<file path="config.mk">
export PLATFORM = sky130hd
export DESIGN_NAME = spi_slave_port
export DESIGN_NICKNAME = d
export VERILOG_FILES = /design/src/rtl/spi_pkg.sv /design/src/rtl/spi_sync_edge.sv /design/src/rtl/spi_slave_port.sv
export SDC_FILE = /design/constraint.sdc
export NUM_CORES = 1
export LEC_CHECK = 0
export CAP_MARGIN = 40
export CORE_UTILIZATION = 38
export DETAILED_ROUTE_END_ITERATION = 10
export GPL_ROUTABILITY_DRIVEN = 0
export HOLD_SLACK_MARGIN = 0.03
export SLEW_MARGIN = 0
export SYNTH_ARGS = -nofsm -noshare
export SYNTH_HDL_FRONTEND = slang
export SYNTH_SLANG_ARGS = --single-unit
</file>
<file path="constraint.sdc">
create_clock -name clk -period 1.76 [get_ports clk]
set_input_delay 0.528 -clock clk [delete_from_list [all_inputs] [get_ports clk]]
set_output_delay 0.528 -clock clk [all_outputs]
set_load 0.01 [all_outputs]
</file>
<file path="src/rtl/spi_pkg.sv">
// Shared constants and types for the SPI slave endpoint.
// Latency: none (declarations only); backpressure: not applicable.
package spi_pkg;
  localparam int   WORD_WIDTH = 8;
  localparam logic CS_IDLE    = 1'b1;
  localparam logic LSB_FIRST  = 1'b1;

  typedef enum logic {
    IDLE   = 1'b0,
    ACTIVE = 1'b1
  } state_t;
endpackage

</file>
<file path="src/rtl/spi_sync_edge.sv">
// Multi-flop synchroniser for one async pin plus rise/fall pulses from a trailing copy.
// Latency: SYNC_STAGES clk to sync_o, pulses valid in that same cycle; backpressure: none.
module spi_sync_edge #(
  parameter int   SYNC_STAGES = 2,
  parameter logic RST_VAL     = 1'b0
) (
  input  logic clk,
  input  logic reset,
  input  logic din,
  output logic sync_o,
  output logic rise_o,
  output logic fall_o
);
  logic [SYNC_STAGES-1:0] sync_q, sync_d;
  logic                   dly_q, dly_d;

  always_comb begin
    sync_d = {sync_q[SYNC_STAGES-2:0], din};
    dly_d  = sync_q[SYNC_STAGES-1];
  end

  always_ff @(posedge clk or posedge reset) begin
    if (reset) begin
      sync_q <= {SYNC_STAGES{RST_VAL}};
      dly_q  <= RST_VAL;
    end else begin
      sync_q <= sync_d;
      dly_q  <= dly_d;
    end
  end

  assign sync_o = sync_q[SYNC_STAGES-1];
  assign rise_o = sync_o & ~dly_q;
  assign fall_o = ~sync_o & dly_q;
endmodule

</file>
<file path="src/rtl/spi_slave_port.sv">
// SPI mode-0 slave, LSB first, oversampled in clk; rx word SYNC_STAGES+2 clk after the last sclk rise.
// Backpressure: one-entry tx buffer (tx_ready) and rx holding register (rx_valid); overflow only flags.
module spi_slave_port import spi_pkg::*; #(
  parameter int WIDTH       = WORD_WIDTH,
  parameter int SYNC_STAGES = 2
) (
  input  logic             clk,
  input  logic             reset,
  input  logic             sclk,
  input  logic             cs_n,
  input  logic             mosi,
  output logic             miso,
  output logic             miso_oe,
  input  logic [WIDTH-1:0] tx_data,
  input  logic             tx_valid,
  output logic             tx_ready,
  output logic [WIDTH-1:0] rx_data,
  output logic             rx_valid,
  input  logic             rx_ready,
  output logic             busy,
  output logic             rx_overrun,
  output logic             tx_underrun,
  output logic             frame_err
);
  localparam int             CW       = $clog2(WIDTH + 1);
  localparam logic [CW-1:0]  CNT_FULL = CW'(WIDTH);

  logic sclk_lvl_unused, sclk_rise, sclk_fall;
  logic cs_lvl_unused, cs_rise, cs_fall;
  logic mosi_s, mosi_rise_unused, mosi_fall_unused;

  spi_sync_edge #(.SYNC_STAGES(SYNC_STAGES), .RST_VAL(1'b0)) u_sclk_sync (
    .clk(clk), .reset(reset), .din(sclk),
    .sync_o(sclk_lvl_unused), .rise_o(sclk_rise), .fall_o(sclk_fall)
  );

  spi_sync_edge #(.SYNC_STAGES(SYNC_STAGES), .RST_VAL(CS_IDLE)) u_cs_sync (
    .clk(clk), .reset(reset), .din(cs_n),
    .sync_o(cs_lvl_unused), .rise_o(cs_rise), .fall_o(cs_fall)
  );

  spi_sync_edge #(.SYNC_STAGES(SYNC_STAGES), .RST_VAL(1'b0)) u_mosi_sync (
    .clk(clk), .reset(reset), .din(mosi),
    .sync_o(mosi_s), .rise_o(mosi_rise_unused), .fall_o(mosi_fall_unused)
  );

  state_t           state_q, state_d;
  logic [CW-1:0]    cnt_q, cnt_d;
  logic [WIDTH-1:0] rx_shift_q, rx_shift_d;
  logic [WIDTH-1:0] tx_shift_q, tx_shift_d;
  logic [WIDTH-1:0] rx_data_q, rx_data_d;
  logic             rx_valid_q, rx_valid_d;
  logic [WIDTH-1:0] txbuf_q, txbuf_d;
  logic             txbuf_full_q, txbuf_full_d;
  logic             rx_overrun_q, rx_overrun_d;
  logic             tx_underrun_q, tx_underrun_d;
  logic             frame_err_q, frame_err_d;
  logic             und_pend_q, und_pend_d;
  logic             word_done, tx_load;

  always_comb begin
    state_d       = state_q;
    cnt_d         = cnt_q;
    rx_shift_d    = rx_shift_q;
    tx_shift_d    = tx_shift_q;
    rx_data_d     = rx_data_q;
    rx_valid_d    = rx_valid_q;
    txbuf_d       = txbuf_q;
    txbuf_full_d  = txbuf_full_q;
    rx_overrun_d  = rx_overrun_q;
    tx_underrun_d = tx_underrun_q;
    frame_err_d   = 1'b0;
    und_pend_d    = und_pend_q;
    tx_load       = 1'b0;
    word_done     = (state_q == ACTIVE) && (cnt_q == CNT_FULL);

    if (rx_valid_q && rx_ready) rx_valid_d = 1'b0;

    if (word_done) begin
      rx_data_d  = rx_shift_q;
      rx_valid_d = 1'b1;
      if (rx_valid_q && !rx_ready) rx_overrun_d = 1'b1;
      cnt_d      = '0;
    end

    case (state_q)
      IDLE: begin
        if (cs_fall) begin
          state_d = ACTIVE;
          cnt_d   = '0;
          tx_load = 1'b1;
        end
      end
      ACTIVE: begin
        if (cs_rise) begin
          // A completed word in its hand-off cycle still counts; only a partial one is an error.
          state_d    = IDLE;
          frame_err_d = (cnt_q != '0) && !word_done;
          cnt_d      = '0;
          rx_shift_d = '0;
          und_pend_d = 1'b0;
        end else begin
          if (word_done) tx_load = 1'b1;
          if (sclk_rise) begin
            // An empty reload only counts as underrun once the master actually clocks that word.
            if (und_pend_q && (cnt_q == '0)) tx_underrun_d = 1'b1;
            und_pend_d = 1'b0;
            rx_shift_d = {mosi_s, rx_shift_q[WIDTH-1:1]};
            cnt_d      = cnt_d + CW'(1);
          end else if (sclk_fall && (cnt_q != '0) && !word_done) begin
            tx_shift_d = tx_shift_q >> 1;
          end
        end
      end
      default: state_d = IDLE;
    endcase

    if (tx_load) begin
      txbuf_full_d = 1'b0;
      tx_shift_d   = txbuf_full_q ? txbuf_q : '0;
      if (!txbuf_full_q) begin
        if (state_q == IDLE) tx_underrun_d = 1'b1;
        else                 und_pend_d    = 1'b1;
      end
    end

    if (tx_valid && !txbuf_full_q) begin
      txbuf_d      = tx_data;
      txbuf_full_d = 1'b1;
    end
  end

  always_ff @(posedge clk or posedge reset) begin
    if (reset) begin
      state_q       <= IDLE;
      cnt_q         <= '0;
      rx_shift_q    <= '0;
      tx_shift_q    <= '0;
      rx_data_q     <= '0;
      rx_valid_q    <= 1'b0;
      txbuf_q       <= '0;
      txbuf_full_q  <= 1'b0;
      rx_overrun_q  <= 1'b0;
      tx_underrun_q <= 1'b0;
      frame_err_q   <= 1'b0;
      und_pend_q    <= 1'b0;
    end else begin
      state_q       <= state_d;
      cnt_q         <= cnt_d;
      rx_shift_q    <= rx_shift_d;
      tx_shift_q    <= tx_shift_d;
      rx_data_q     <= rx_data_d;
      rx_valid_q    <= rx_valid_d;
      txbuf_q       <= txbuf_d;
      txbuf_full_q  <= txbuf_full_d;
      rx_overrun_q  <= rx_overrun_d;
      tx_underrun_q <= tx_underrun_d;
      frame_err_q   <= frame_err_d;
      und_pend_q    <= und_pend_d;
    end
  end

  assign busy        = (state_q == ACTIVE);
  assign miso_oe     = busy;
  assign miso        = busy & tx_shift_q[0];
  assign tx_ready    = ~txbuf_full_q;
  assign rx_data     = rx_data_q;
  assign rx_valid    = rx_valid_q;
  assign rx_overrun  = rx_overrun_q;
  assign tx_underrun = tx_underrun_q;
  assign frame_err   = frame_err_q;
endmodule

</file>
## After elaboration in Yosys (flattened, before gate mapping)

Cells that the tools add are included.

| operators by class | value |
|---|---|
| equal/unequal tests | 3 |
| reduce and logical (&&, ||, !) cells | 21 |
| $add $sub $neg | 1 |
| multiplexer cells | 38 |
| bitwise gates (word level) | 11 |

Operators by type and width:

| cell | number |
|---|---|
| $mux 8 | 8 |
| $mux 1 | 23 |
| $mux 4 | 4 |
| $reduce_bool 2->1 | 5 |
| $logic_and 1x1->1 | 8 |
| $pmux 4 s2 | 1 |
| $not 1->1 | 6 |
| $and 1x1->1 | 5 |
| $add 4x1->4 const B | 1 |
| $eq 4x4->1 const B | 1 |
| $logic_not 4->1 | 1 |
| $ne 2x1->1 const B | 2 |
| $pmux 1 s2 | 2 |
| $reduce_and 2->1 | 2 |
| $reduce_and 4->1 | 1 |
| $reduce_bool 4->1 | 1 |
| $logic_not 1->1 | 3 |

| word-level totals | value |
|---|---|
| output and inout bits | 16 |
| flip-flop bits (word level) | 51 |

## Longest topological paths before layout

Gate-level depths: netlist of run 1.

| depth | value |
|---|---|
| depth after elaboration | 9 |
| depth in mapped cells | 8 |
| mapped depth without buffers | 6 |

## Modules after synthesis

From an unflattened synthesis of run 1, not the netlist that was laid out.

| second synthesis, totals | value |
|---|---|
| cell total of the unflattened synthesis | 184 |
| area total of the unflattened synthesis | 2228.4 µm² |

By module, submodules not included:

| module | area each (µm²) | sequential area each (µm²) | instances | cells an instance |
|---|---|---|---|---|
| spi_slave_port | 1943.1 | 1076.0 | 1 | 166 |
| spi_sync_edge (u_mosi_sync ...) | 93.8 | 75.1 | 2 | 6 |
| spi_sync_edge (u_cs_sync) | 97.6 | 78.8 | 1 | 6 |

## Worst setup path before layout of run 1

No wires, ideal clock.

| timing path | value |
|---|---|
| path type | flip-flop to flip-flop |
| start point | register cnt_q[0] |
| end point | register txbuf_full_q |
| period minus slack after synthesis | 1.584 ns |
| slack | 0.176 ns |
| cell stages (with the launch flop) | 8 |
| arrival time | 1.466 ns |
| required time | 1.642 ns |
| buffers on the path | 2 |
| cells stage by stage | dfrtp_1 > inv_1 > ha_1 > nand2b_4 > o32a_1 > buf_6 > buf_6 > a21o_1 |

| on the way | value |
|---|---|
| longest elaborated chain between the ends | 6 |

Ends and longest elaborated chain:

| element | line | text |
|---|---|---|
| start: declaration | spi_slave_port.sv:48 | `logic [CW-1:0] cnt_q, cnt_d;` |
| start signal: assignment | spi_slave_port.sv:149 | `cnt_q <= cnt_d;` |
| $eq 4x4->1 | spi_slave_port.sv:75 | `word_done = (state_q == ACTIVE) && (cnt_q == CNT_FULL);` |
| $logic_and 1x1->1 | spi_slave_port.sv:75 |  |
| $mux 1 | spi_slave_port.sv:103 | `if (word_done) tx_load = 1'b1;` |
| $mux 1 | spi_slave_port.sv:95 | `if (cs_rise) begin` |
| $pmux 1 s2 | spi_slave_port.sv:86 | `case (state_q)` |
| $reduce_bool 2->1 (no line) | - |  |
| end signal: assignment | spi_slave_port.sv:155 | `txbuf_full_q <= txbuf_full_d;` |
| end: declaration | spi_slave_port.sv:54 | `logic txbuf_full_q, txbuf_full_d;` |

No other way between the ends.
A chain may end at the register's enable or synchronous reset.

## Worst setup path in the final report of run 1

| timing path | value |
|---|---|
| start point | register rx_data_q[1], in the netlist rx_data[1] |
| end point | output port rx_data[1] |

RTL lines:

| element | line | text |
|---|---|---|
| start: declaration | spi_slave_port.sv:51 | `logic [WIDTH-1:0] rx_data_q, rx_data_d;` |
| start signal: assignment | spi_slave_port.sv:152 | `rx_data_q <= rx_data_d;` |
| end: declaration | spi_slave_port.sv:17 | `output logic [WIDTH-1:0] rx_data,` |

No word-level cell between the ends.

==> results.json, run 1 <==
{
  "root_buffer": "clkbuf_8",
  "peakVddDrop_mv": 0.4367,
  "drv_cap": 0,
  "tns_ps": 0,
  "drv_slew": 0,
  "endpoint_kind": "primary output",
  "clock_sinks": 51,
  "fin_nets": 211,
  "drc": 0,
  "start_util": 0.3989,
  "clk_latency_ps": 300,
  "grt_max_degree": 22,
  "dr.pass1.iters": 4,
  "clkTransAtPathRegs_ps": 90,
  "antenna_found_initial": 0,
  "ys_ff_latch": 51,
  "swShare": 0.2472,
  "htree_num_levels": 2,
  "grt_pass1_vias": 1267,
  "rows": 26,
  "crit_chain": "clkdlybuf4s50_1",
  "yosys_warnings": 0,
  "cp_top_family": "buffers and inverters",
  "min-delay-path-class": "reg2reg",
  "die_width_um": 75.69,
  "mostFrequentLayoutCell": "dfrtp_1",
  "place_hpwl_mm": 2.661,
  "tritoncts": "yes",
  "path_class": "reg2out",
  "finalClockSkew_ps": 4.866,
  "globalRouteOverflowTotal": 0,
  "synth_fp_nets": 171,
  "grt_pass1_wl_mm": 5.858,
  "yosysSeqAreaShare": 0.6204,
  "die_area_sq_um": 5728,
  "syn_to_final_growth_pct": 29.05,
  "period_share": 0.9706,
  "cp_slowest_cell": "clkdlybuf4s50_1",
  "io_buffers": 30,
  "drt-initial-drc-count": 100,
  "finalSetupViolations": 0,
  "status": "finished, final reports clean",
  "drtAntennaViolNets": 0,
  "die_h_um": 75.69,
  "synth.largest_area_cell": "dfrtp_1",
  "power_frac_clock": 0.317,
  "wl_per_cell_um": 13.44,
  "total_power_mw": 2.975,
  "clock_path_buffers": 2,
  "n_antenna_cell": 0,
  "min_period_ps": 1708,
  "numCtsBuffers": 5,
  "comb_power_share": 0.179,
  "tightest_slew_ps": 612.4,
  "drive_gt1_frac": 0.2256,
  "num_vias": 1275,
  "internal-power_mw": 2.239,
  "finalHoldViolations": 0,
  "track_usage": 0.1416,
  "yosys-top-cells-area": "dfrtp_1 58%, mux2_2 8.7%, a22o_1 4.2%",
  "ys_types": 34,
  "wl_mm": 3.561,
  "syn-cell-area_sq_um": 2063,
  "holdBufCountCts": 0,
  "worst_ep_arrival_time_ps": 1180,
  "synthCells": 154,
  "critical_path.max_fanout": 2,
  "start_kind": "register",
  "coreArea_sq_um": 5172,
  "synth.avg_cell_area_sq_um": 13.40,
  "final_cell_mix": "48 x dfrtp_1, 16 x mux2_2, 16 x clkdlybuf4s50_1, 14 x a21oi_1",
  "cpPeakStageDelay_ps": 530,
  "crit_required_ps": 1230,
  "p_leak_nw": 1.415,
  "crit_buf_inv": 1,
  "maxSlewHeadroom": 0.5890,
  "p_switching_mw": 0.7353,
  "seqPwrFrac": 0.504,
  "place_area_sq_um": 2492,
  "viasPerCell": 4.811,
  "max_freq_mhz": 585.4,
  "fin_area_sq_um": 2663,
  "grt_setup_unrepaired": "false",
  "netlist.area_leader.share": 0.5822,
  "power_density_nw_per_um2": 1117,
  "ios": 31
}
-- layout make-up --
type,count,area [sq um]
clock buffer,5,68.82
clock inverter,3,67.56
fill,458,2510
inverter,4,15.01
multi-input combinational,90,710.7
sequential,51,1280
tap,70,87.58
timing repair buffer,42,432.9
-- stage by stage --
step                cells  hold WS (ps)    util  worst slack (ps)
finish                265         360.0  0.5148             51.82
global route          265         360.8  0.5148             1.294
CTS                   265         359.7  0.5099             10.40
detailed placement    255         342.7  0.4819             6.786
global placement      255         335.0  0.4819             35.62
floorplan             154         331.2       -             7.442
-- timing repair --
item,in CTS,in global routing
buffers inserted,2,0
setup endpoints to repair,5,12
resized for setup,5,11
-- cell usage after synthesis, drive strengths merged --
master / instances
a211o: 1
a21o: 2
a21oi: 14
a22o: 10
a31oi: 1
a41o: 1
and2: 1
and3: 2
buf: 8
clkbuf: 1
dfrtp: 48
dfstp: 3
ha: 2
inv: 4
mux2: 16
mux2i: 8
nand2: 7
nand2b: 4
nand3: 2
nand4: 3
nand4b: 1
nor2: 1
nor2b: 5
nor3: 2
nor3b: 1
o21ai: 1
o21bai: 2
o31ai: 2
o32a: 1
-- worst register-to-register path, cell delays in order (launching register included) --
cell,delay (ps)
dfstp_2,570
nand2b_1,260
nand4_2,350
mux2i_1,250
a21oi_1,80
-- power groups by stage --
stage / sequential (mW) / clock [mW] / combinational, mW
finish: 1.50 / 0.943 / 0.534
global route: 1.53 / 1.02 / 0.597
CTS: 1.50 / 0.975 / 0.543
detailed placement: 1.53 / 0 / 0.553
global placement: 1.52 / 0 / 0.529
floorplan: 1.49 / 0 / 0.361
-- flip-flops by register name, summed over array words and instances, names as in the netlist --
signal / cells
frame_err: 1
rx_shift_q: 8
und_pend_q: 1
u_sclk_sync.dly_q: 1
cnt_q: 4
tx_shift_q: 8
txbuf_q: 8
txbuf_full_q: 1
rx_data: 8
tx_underrun: 1
u_mosi_sync.sync_q: 2
u_cs_sync.sync_q: 2
u_sclk_sync.sync_q: 2
busy: 1
rx_valid: 1
rx_overrun: 1
u_cs_sync.dly_q: 1
-- metal layers --
metal | GRT usage | vias up | part of all wire
met5 | 0 | - | 0
met4 | 0.06790 | 0 | 0.019
met3 | 0.03968 | 7 | 0.034
met2 | 0.2063 | 24 | 0.47
met1 | 0.1960 | 619 | 0.47
li1 | - | 625 | -
-- logic make-up (layout without fill, tap and decap cells) --
kind of cell | after synthesis | in the layout | synth area share
buffers and inverters | 13 | 54 | 0.03577
adders and majority gates | 2 | 2 | 0.01213
DFF | 51 | 51 | 0.6204
AOI/OAI and AO/OA | 35 | 35 | 0.1176
and+or+nand+nor | 29 | 29 | 0.08793
muxes | 24 | 24 | 0.1261
-- path summary, 6_finish.rpt --
path / end / startpoint / cells after the start / slack [ps]
hold reg to reg: u_cs_sync.sync_q[1]$_DFF_PP1_ / u_cs_sync.sync_q[0]$_DFF_PP1_ / 0 / 360
setup / recovery: rx_data[1] / rx_data[1]$_DFFE_PP0P_ / 1 / 50
max in group asynchronous: rx_data[1]$_DFFE_PP0P_ / reset / 3 / 840
setup reg to reg: tx_shift_q[0]$_DFFE_PP0P_ / u_cs_sync.dly_q$_DFF_PP1_ / 4 / 130
hold / removal: u_cs_sync.sync_q[1]$_DFF_PP1_ / u_cs_sync.sync_q[0]$_DFF_PP1_ / 0 / 360
min in group asynchronous: u_sclk_sync.sync_q[1]$_DFF_PP0_ / reset / 2 / 500
(Power assumes the default switching activity.)
==> run 2, diff against run 1 <==
- CAP_MARGIN: 40 -> unset
==> results of run 2 <==
Final layout, timing and power as in run 1 (identical DEF).
==> run 3, diff against run 2 <==
- SKIP_LAST_GASP: unset -> 1
==> results of run 3 <==
Final layout, timing and power as in run 1 (identical DEF).
